## config.mk

```make
export PLATFORM = sky130hd
export DESIGN_NAME = seven_seg_scan_driver
export DESIGN_NICKNAME = d
export VERILOG_FILES = /design/src/rtl/seven_seg_scan_driver.sv
export SDC_FILE = /design/constraint.sdc
export NUM_CORES = 1
export LEC_CHECK = 0
export CELL_PAD_IN_SITES_DETAIL_PLACEMENT = 1
export CELL_PAD_IN_SITES_GLOBAL_PLACEMENT = 1
export CORE_UTILIZATION = 40
export DETAILED_ROUTE_END_ITERATION = 6
export PLACE_DENSITY_LB_ADDON = 0.1
export SETUP_SLACK_MARGIN = 0.2
export SLEW_MARGIN = 5
export SYNTH_ARGS = -nofsm -noshare
export SYNTH_HDL_FRONTEND = slang
export SYNTH_SLANG_ARGS = --single-unit
```

## constraint.sdc

```tcl
create_clock -name clk -period 7.1 [get_ports clk]
set_input_delay 1.42 -clock clk [delete_from_list [all_inputs] [get_ports clk]]
set_output_delay 1.42 -clock clk [all_outputs]
set_load 0.03 [all_outputs]
```

## src/rtl/seven_seg_scan_driver.sv

```systemverilog
// Time-multiplexed seven-segment scan driver.
// Latches a packed BCD vector on load, applies it only at frame boundaries,
// and scans digits onto an active-low segment bus and one-hot active-low anodes
// with leading-zero blanking, per-digit blink, nibble blanking and a DP mask.
module seven_seg_scan_driver #(
    parameter int unsigned            NUM_DIGITS = 6,
    parameter int unsigned            SCAN_DIV   = 50000,
    parameter int unsigned            BLINK_DIV  = 64,
    parameter logic [NUM_DIGITS-1:0]  DP_MASK    = 6'b010100
) (
    input  logic                      clk,
    input  logic                      rst,
    input  logic                      load,
    input  logic [4*NUM_DIGITS-1:0]   bcd_in,
    input  logic                      blank_lz,
    input  logic [NUM_DIGITS-1:0]     blink_en,
    output logic [7:0]                seg_out,
    output logic [NUM_DIGITS-1:0]     an_out,
    output logic                      frame_done
);

    localparam int unsigned PC_W  = (SCAN_DIV   > 1) ? $clog2(SCAN_DIV)   : 1;
    localparam int unsigned IDX_W = (NUM_DIGITS > 1) ? $clog2(NUM_DIGITS) : 1;
    localparam int unsigned FC_W  = (BLINK_DIV  > 1) ? $clog2(BLINK_DIV)  : 1;

    localparam logic [PC_W-1:0]       PC_LAST  = PC_W'(SCAN_DIV - 1);
    localparam logic [IDX_W-1:0]      IDX_LAST = IDX_W'(NUM_DIGITS - 1);
    localparam logic [FC_W-1:0]       FC_LAST  = FC_W'(BLINK_DIV - 1);
    localparam logic [NUM_DIGITS-1:0] AN_ONE   = NUM_DIGITS'(1);

    logic [PC_W-1:0]         pc_q, pc_d;
    logic [IDX_W-1:0]        idx_q, idx_d;
    logic [4*NUM_DIGITS-1:0] pend_q, pend_d;
    logic                    pend_v_q, pend_v_d;
    logic [4*NUM_DIGITS-1:0] disp_q, disp_d;
    logic [FC_W-1:0]         fc_q, fc_d;
    logic                    phase_q, phase_d;
    logic [7:0]              seg_q, seg_d;
    logic [NUM_DIGITS-1:0]   an_q, an_d;
    logic                    fd_q;

    logic                    pc_wrap;
    logic                    boundary;
    logic [3:0]              nib;
    logic [NUM_DIGITS-1:0]   upper_zero;
    logic                    zero_run;
    logic                    lz_blank;
    logic                    blink_blank;

    function automatic logic [6:0] enc7(input logic [3:0] v);
        logic [6:0] s;
        case (v)
            4'd0:    s = 7'b1000000;
            4'd1:    s = 7'b1111001;
            4'd2:    s = 7'b0100100;
            4'd3:    s = 7'b0110000;
            4'd4:    s = 7'b0011001;
            4'd5:    s = 7'b0010010;
            4'd6:    s = 7'b0000010;
            4'd7:    s = 7'b1111000;
            4'd8:    s = 7'b0000000;
            4'd9:    s = 7'b0010000;
            default: s = 7'b1111111;
        endcase
        return s;
    endfunction

    assign pc_wrap  = (pc_q == PC_LAST);
    assign boundary = pc_wrap && (idx_q == IDX_LAST);

    // Scan counters, pending/display hand-over at frame boundaries, blink timing.
    always_comb begin
        pc_d     = pc_wrap ? '0 : pc_q + 1'b1;
        idx_d    = idx_q;
        pend_d   = pend_q;
        pend_v_d = pend_v_q;
        disp_d   = disp_q;
        fc_d     = fc_q;
        phase_d  = phase_q;

        if (pc_wrap) begin
            idx_d = (idx_q == IDX_LAST) ? '0 : idx_q + 1'b1;
        end

        // A load coinciding with the boundary bypasses the pending register.
        if (boundary) begin
            if (load) begin
                disp_d = bcd_in;
            end else if (pend_v_q) begin
                disp_d = pend_q;
            end
            pend_v_d = 1'b0;
        end else if (load) begin
            pend_d   = bcd_in;
            pend_v_d = 1'b1;
        end

        if (boundary) begin
            if (fc_q == FC_LAST) begin
                fc_d    = '0;
                phase_d = ~phase_q;
            end else begin
                fc_d = fc_q + 1'b1;
            end
        end
    end

    // Segment/anode decode from next-state values so outputs track idx exactly.
    always_comb begin
        nib        = disp_d[4*idx_d +: 4];
        upper_zero = '0;
        zero_run   = 1'b1;
        for (int unsigned i = 0; i < NUM_DIGITS; i++) begin
            zero_run = zero_run && (disp_d[4*(NUM_DIGITS-1-i) +: 4] == 4'd0);
            upper_zero[NUM_DIGITS-1-i] = zero_run;
        end
        lz_blank    = blank_lz && (idx_d != '0) && upper_zero[idx_d];
        blink_blank = blink_en[idx_d] && phase_d;
        an_d        = ~(AN_ONE << idx_d);
        seg_d       = '1;
        if (!(lz_blank || blink_blank || (nib >= 4'd10))) begin
            seg_d = {~DP_MASK[idx_d], enc7(nib)};
        end
    end

    // State and registered outputs.
    always_ff @(posedge clk or posedge rst) begin
        if (rst) begin
            pc_q     <= '0;
            idx_q    <= '0;
            pend_q   <= '0;
            pend_v_q <= 1'b0;
            disp_q   <= '1;
            fc_q     <= '0;
            phase_q  <= 1'b0;
            seg_q    <= '1;
            an_q     <= '1;
            fd_q     <= 1'b0;
        end else begin
            pc_q     <= pc_d;
            idx_q    <= idx_d;
            pend_q   <= pend_d;
            pend_v_q <= pend_v_d;
            disp_q   <= disp_d;
            fc_q     <= fc_d;
            phase_q  <= phase_d;
            seg_q    <= seg_d;
            an_q     <= an_d;
            fd_q     <= boundary;
        end
    end

    assign seg_out    = seg_q;
    assign an_out     = an_q;
    assign frame_done = fd_q;

endmodule
```

==> results by group, run 1 <==
Synth
  – Synth Area per Inst: 10.5 sq um
  – Synth top cells by count: nand2_1 (53), dfrtp_1 (52), dfstp_2 (38), nor2_1 (36), mux2_2 (23)
  – Cell area after synthesis: 4610 sq um
  – Post-synthesis sequential area ratio: 49.9%
  – Synth cell types: 59
  – Most frequent cell after synthesis: nand2_1
  – Number of synthesized flops with an enable pin: 0
  – Top cell type's share of synthesized area: 28.2%
  – Syn Nets: 482
  – Yosys top cell by area: dfrtp_1
  – Synth top area cells: dfrtp_1 (28%), dfstp_2 (22%), mux2_2 (5.6%)
  – Synthesis warning total: 0
  – Number of synthesized register bits: 90
  – Post-synth top flop: dfrtp_1
  – Gate Count Post-Synth: 441
  – Fraction of registers with async set/reset: 100%

Worst hold path
  – Min-Delay Path Class: flip-flop to flip-flop

Place
  – RD Place Congestion: 0.798
  – Placed insts: 611
  – DP Area: 5180 sq um
  – IO buf count: 48
  – Placed wire-length estimate: 8990 um

Floorplanning
  – Initial Utilization: 41.8%
  – Die W: 109 um
  – Die area: 12000 sq um
  – Die height: 109 um
  – Core area: 11000 sq um
  – Core Rows: 38
  – Ports: 49

Setup path
  – Startpoint types: input port
  – Worst EP arrival: 5.36 ns
  – CP delay by family, top: compound AO/OA/AOI/OAI gates
  – CP Cell Sequence: clkdlybuf4s50_1 -> nor2b_1 -> nand2_1 -> o32ai_1 -> o31ai_1 -> o31ai_1 -> a211oi_1 -> ha_1 -> or3_1 -> a222oi_1 -> o21ai_0
  – Worst EP required: 7.31 ns
  – CP Class: input port to flip-flop
  – CP max stage delay: 0.77 ns
  – Worst-path fanout max: 14
  – Slowest CP cell: nor2b_1
  – CP dominant cell by count: o31ai_1
  – WP buf/inv: 1
  – Setup crit end kind: flip-flop

Global routing
  – First-pass GRT wire length: 20500 um
  – Gr ovfl total: 0
  – GRT Total Usage: 23.2%
  – Largest net degree at the start of global routing: 61
  – Vias in the first global route: 3752
  – Initial antenna violation count: 0

Clock network
  – # resized after CTS: 0
  – TritonCTS Buffers: 9
  – CTS max path bufs: 2
  – Clk sinks: 90
  – CTS Hold Bufs: 0
  – H-tree depth: 3
  – Post-CTS setup buffer count: 0
  – Root buf cell: clkbuf_16
  – Clock slew seen by the registers of the worst setup and hold paths: 0.06 ns
  – CTS tree: yes
  – Clk_lat worst skew: 0.35 ns

STA
  – Setup-failing EPs final: 0
  – Rel. slew slack: 26.1%
  – Final Cycle Share: 72.5%
  – Setup_tns: 0 ns
  – RSZ-0062 raised after global routing: no
  – Least-Margin Pin Slew: 1.11 ns
  – Max Clock Skew: 0.00753 ns
  – Final min period: 5.15 ns
  – Achievable Freq: 194 MHz
  – Slew Viols, Final: 0
  – Fin. Hold Viols: 0

Drt
  – 1st-iter DRT viols: 200
  – Post-DRT Antenna Nets: 0
  – Drt first pass iters: 5
  – DRC Markers: 0
  – Drt wl/cell: 19.8 um
  – Post-Route WL: 12400 um
  – Vias per inst: 5.68
  – Vias post-DR: 3562

Power
  – Pwr per Cell Area: 210 nW/um^2
  – Final Total Pwr: 1.15 mW
  – Worst vdd ir: 0.168 mV
  – Static Leak: 2.26 nW

Layout
  – Utilization after layout: 49.5%
  – Multi-input logic area: 2140 sq um
  – Area grow syn2layout: 18.6%
  – Nets: 523
  – Design Area, Final: 5470 sq um
  – Filler cells: 1227
  – Layout cells sized above 1: 22.0%
  – Cell Count, Final, Fillers Out: 627
  – Sequential Area: 2300 sq um
  – # diodes: 0

Outcome
  – Status: completed

Run
  – Max Cap Viol: 0
==> worst register-to-register path, delay by kind of cell, from the launching register on <==
kind | cells | cell delay (ns)
flip-flops | 1 | 0.60
AO/OA/AOI/OAI | 5 | 1.75
buffers and inverters | 1 | 0.29
adder cells (fa/ha/maj) | 1 | 0.27
AND/OR/NAND/NOR | 4 | 1.68
==> where the power goes <==
group / internal (mW) / leakage (nW) / switching (mW)
logic: 0.0579 / 1.07 / 0.0670
registers: 0.552 / 1.05 / 0.0138
clock network: 0.256 / 0.139 / 0.202
==> final timing paths <==
kind                               start          to  slack [ns]  cells past startpoint
worst max register to register  idx_q[1]  seg_out[5]        2.39                     11
max in group asynchronous            rst  pend_q[14]        4.52                      3
worst min-delay path             fc_q[4]     fc_q[4]        0.50                      1
worst max-delay path                load  seg_out[5]        1.95                     11
worst min register to register   fc_q[4]     fc_q[4]        0.50                      1
min in group asynchronous            rst  pend_q[20]        1.42                      2
==> routing by layer <==
| layer | up-vias | track usage (%) | share of wire (%) |
|---|---|---|---|
| met5 | - | 0 | 0 |
| met4 | 0 | 7.43 | 1.5 |
| met3 | 14 | 4.62 | 4.0 |
| met2 | 62 | 37.0 | 48 |
| met1 | 1803 | 31.6 | 47 |
| li1 | 1683 | - | - |
==> through the flow <==
stage / setup slack (ns) / hold WS [ns]
3_3_place_gp: 1.77 / 0.472
2_1_floorplan: 2.99 / 0.441
4_1_cts: 1.99 / 0.493
6_report: 1.95 / 0.503
3_5_place_dp: 1.68 / 0.481
5_1_grt: 1.52 / 0.506
==> registers in the layout, indices dropped and copies added (netlist names) <==
name	count
pend_v_q	1
phase_q	1
fc_q	6
frame_done	1
disp_q	24
pend_q	24
seg_out	8
an_out	6
pc_q	16
idx_q	3
==> final cells by class <==
cell class                      instances  area share (%)
Sequential cell                        90            42.1
Multi-Input combinational cell        312            39.2
Timing Repair Buffer                   49            8.93
Clock buffer                           12            4.69
Tap cell                              140            3.21
Inverter                               20            1.40
Clock inverter                          4           0.481
==> cells in the final DEF, fill, tap and decap left out, types with 3 or more instances in the layout <==
| master | n |
|---|---|
| nand3_1 | 19 |
| nor2_1 | 36 |
| nor4_1 | 4 |
| a211oi_1 | 4 |
| xor2_1 | 8 |
| nand2b_1 | 9 |
| inv_1 | 16 |
| mux2_2 | 23 |
| inv_2 | 3 |
| o21ai_0 | 19 |
| o22ai_1 | 5 |
| nor3_1 | 7 |
| clkbuf_16 | 9 |
| and3_1 | 6 |
| nor2b_1 | 4 |
| nand4_1 | 3 |
| nand2_1 | 53 |
| o32ai_1 | 4 |
| a31oi_1 | 6 |
| mux2i_1 | 6 |
| o221a_2 | 7 |
| dfrtp_1 | 52 |
| nor3_2 | 4 |
| clkdlybuf4s50_1 | 48 |
| a21oi_1 | 11 |
| a221o_1 | 12 |
| clkinv_2 | 3 |
| dfstp_2 | 38 |
| ha_1 | 7 |
| and4_1 | 3 |
| xnor2_1 | 6 |
| o31ai_1 | 11 |
==> cell families (layout without fill, tap and decap cells) <==
group | after synthesis | count (layout) | synth area share, %
muxes | 31 | 31 | 7.52
buffers and inverters | 39 | 85 | 3.75
DFF | 90 | 90 | 49.9
AOI/OAI and AO/OA | 95 | 95 | 15.6
xor gates and xnor gates | 15 | 15 | 3.01
and+or+nand+nor | 164 | 164 | 18.4
adders and majority gates | 7 | 7 | 1.90
(Power assumes the default switching activity.)
==> inputs of run 2 (changes only) <==
- clock period: 7.1 -> 5.3 ns (I/O delays scaled with it)
==> run 2 against run 1 <==
Effect of this change: hold slack got worse by 0.021 ns; routed wire length increased by 0.35%; design area increased by 0.53%; critical path depth increased by 1; sequential power increased by 34%; first-iteration DRC count decreased by 39%; via count increased by 2.8%; flip-flop and latch count unchanged; clock power increased by 34%; clock skew decreased by 0.00070 ns; highest routed layer unchanged.
==> results by group, run 2 (synthesis gave the netlist of run 1 again) <==
Setup path
  – Startpoint types: input port
  – Worst EP arrival: 4.66 ns (-0.70 ns)
  – Setup crit end kind: flip-flop
  – Reg-to-reg setup timing slack: 1.07 ns (-1.32 ns)
  – CP Class: input port to flip-flop
  – CP max stage delay: 0.85 ns (+0.08 ns)
  – CP Cell Sequence: clkdlybuf4s50_1 -> nor2b_1 -> nand2b_1 -> o32ai_1 -> a211oi_1 -> mux2i_1 -> o211ai_2 -> ha_1 -> or3_1 -> a222oi_1 -> buf_4 -> o21ai_0
  – Worst EP required: 5.56 ns (-1.75 ns)
  – Slowest CP cell: nor2b_1
  – Worst-path fanout max: 14 (unchanged)
  – FF-to-FF Start: idx_q[1]
  – Reg2Reg Depth: 11 (unchanged)
  – Reg-to-reg endpoint: seg_out[5]

STA
  – Achievable Freq: 227 MHz
  – Fin Hold WS: 0.482 ns (-0.0210 ns)
  – Final Cycle Share: 83.0%
  – Slew Viols, Final: 0 (unchanged)
  – Setup_tns: 0 ns (unchanged)
  – Rel. slew slack: 22.8% (-3.2 points)
  – Final min period: 4.40 ns
  – RSZ-0062 raised after global routing: no
  – Max Clock Skew: 0.00684 ns (-0.000695 ns)
  – Least-Margin Pin Slew: 1.15 ns (+0.0486 ns)
  – Setup-failing EPs final: 0 (unchanged)
  – Fin. Hold Viols: 0 (unchanged)

Clock network
  – Clock slew seen by the registers of the worst setup and hold paths: 0.06 ns (about the same)
  – H-tree depth: 3 (unchanged)
  – Root buf cell: clkbuf_16
  – Clk_lat worst skew: 0.35 ns (about the same)
  – CTS tree: yes
  – Post-CTS setup buffer count: 0 (unchanged)
  – CTS Hold Bufs: 0 (unchanged)
  – TritonCTS Buffers: 9 (unchanged)
  – # resized after CTS: 0 (unchanged)
  – Clk sinks: 90 (unchanged)
  – CTS max path bufs: 2 (unchanged)

Floorplanning
  – Ports: 49 (unchanged)
  – Core area: 11000 sq um (unchanged)
  – Die height: 109 um (unchanged)
  – Die W: 109 um (unchanged)
  – Core Rows: 38 (unchanged)
  – Initial Utilization: 41.8% (unchanged)
  – Die area: 12000 sq um (unchanged)

Power
  – Switching pwr: 0.382 mW (+35%)
  – Worst vdd ir: 0.151 mV (-9.6%)
  – Net Sw Frac: 24.7% (+0.15 points)
  – Combinational power share: 11.2% (+0.3 points)
  – Power Internal: 1.16 mW (+34%)
  – Clock power share: 39.7% (about the same)
  – Pwr per Cell Area: 281 nW/um^2 (+34%)
  – Flop pwr share: 49.1% (-0.2 points)
  – Static Leak: 2.28 nW (+0.72%)

Place
  – IO buf count: 48 (unchanged)
  – Placed wire-length estimate: 8910 um (-0.90%)
  – RD Place Congestion: 0.806 (+1.1%)
  – Placed insts: 615 (+0.65%)

Layout
  – Most frequent cells in the layout: nand2_1 (53), dfrtp_1 (52), clkdlybuf4s50_1 (48)
  – Commonest non-fill, non-tap cell in the layout: nand2_1
  – Top Registers: disp_q: 24 flops, pend_q: 24 flops, pc_q: 16 flops
  – Area grow syn2layout: 19.2%
  – # diodes: 0 (unchanged)
  – Nets: 527 (+0.76%)
  – Layout cells sized above 1: 22.6% (+0.64 points)
  – Cell Count, Final, Fillers Out: 631 (+0.64%)

Drt
  – Vias per inst: 5.80 (+2.1%)
  – 1st-iter DRT viols: 123 (-39%)
  – Drt wl/cell: 19.8 um (-0.28%)
  – Drt first pass iters: 4 (-1)
  – Vias post-DR: 3660 (+2.8%)
  – DRC Markers: 0 (unchanged)
  – Post-DRT Antenna Nets: 0 (unchanged)
  – Post-Route WL: 12500 um (+0.35%)

Global routing
  – First-pass GRT wire length: 20700 um (+1.0%)
  – GRT Total Usage: 23.2% (+0.045 points)
  – Gr ovfl total: 0 (unchanged)
  – Largest net degree at the start of global routing: 53 (-13%)
  – Initial antenna violation count: 0 (unchanged)
  – Vias in the first global route: 3843 (+2.4%)

Run
  – Max Cap Viol: 0 (unchanged)

Worst hold path
  – Hold-critical path depth: 1 (unchanged)
  – Min-Delay Path Class: flip-flop to flip-flop
  – WHS Endpoint: pc_q[0]
  – Hold_sp: pc_q[0]

Outcome
  – Status: completed
run 2: worst max path at each step:
stage          slack [ns]          to  startpoint
6_report             0.90  seg_out[5]        load
5_1_grt              0.65  seg_out[0]        load
4_1_cts              0.93  seg_out[5]        load
3_5_place_dp         0.58  seg_out[5]        load
3_3_place_gp         0.72  seg_out[7]        load
2_1_floorplan        1.55  seg_out[0]        load
run 2: power groups by stage:
stage                     clock network [mW]  logic, mW  registers [mW]
after floorplan                            0     0.0806           0.782
after global placement                     0      0.170           0.767
after detailed placement                   0      0.174           0.769
after CTS                              0.631      0.175           0.757
after global routing                   0.658      0.188           0.762
final                                  0.612      0.172           0.757
run 2: metrics by stage:
step	instance area (sq um)	setup slack [ns]	total power [mW]	utilization [%]
after floorplan	4610	1.55	0.862	-
after global placement	5210	0.725	0.937	47.3
after detailed placement	5210	0.582	0.943	47.3
after CTS	5490	0.928	1.56	49.8
after global routing	5490	0.646	1.61	49.8
final	5490	0.902	1.54	49.8
run 2: per-layer routing:
layer  vias up  wire length (um)  track usage [%]
li1       1693                 -                -
met1      1883              5850             32.3
met2        69              5890             36.3
met3        15               494             3.08
met4         0               235             9.81
met5         -                 0                0
run 2: critical path, delay by kind of cell:
family / cells / cell delay [ns]
and+or+nand+nor: 3 / 1.35
AOI/OAI and AO/OA: 5 / 0.95
adders and majority gates: 1 / 0.27
muxes: 1 / 0.22
buffers and inverters: 2 / 0.81
run 2: layout make-up:
class                           count  area [sq um]
Fill cell                        1237          5540
Clock buffer                       11           253
Sequential cell                    90          2300
Inverter                           20          76.3
Multi-Input combinational cell    312          2140
Timing Repair Buffer               53           518
Tap cell                          140           175
Clock inverter                      5          28.8
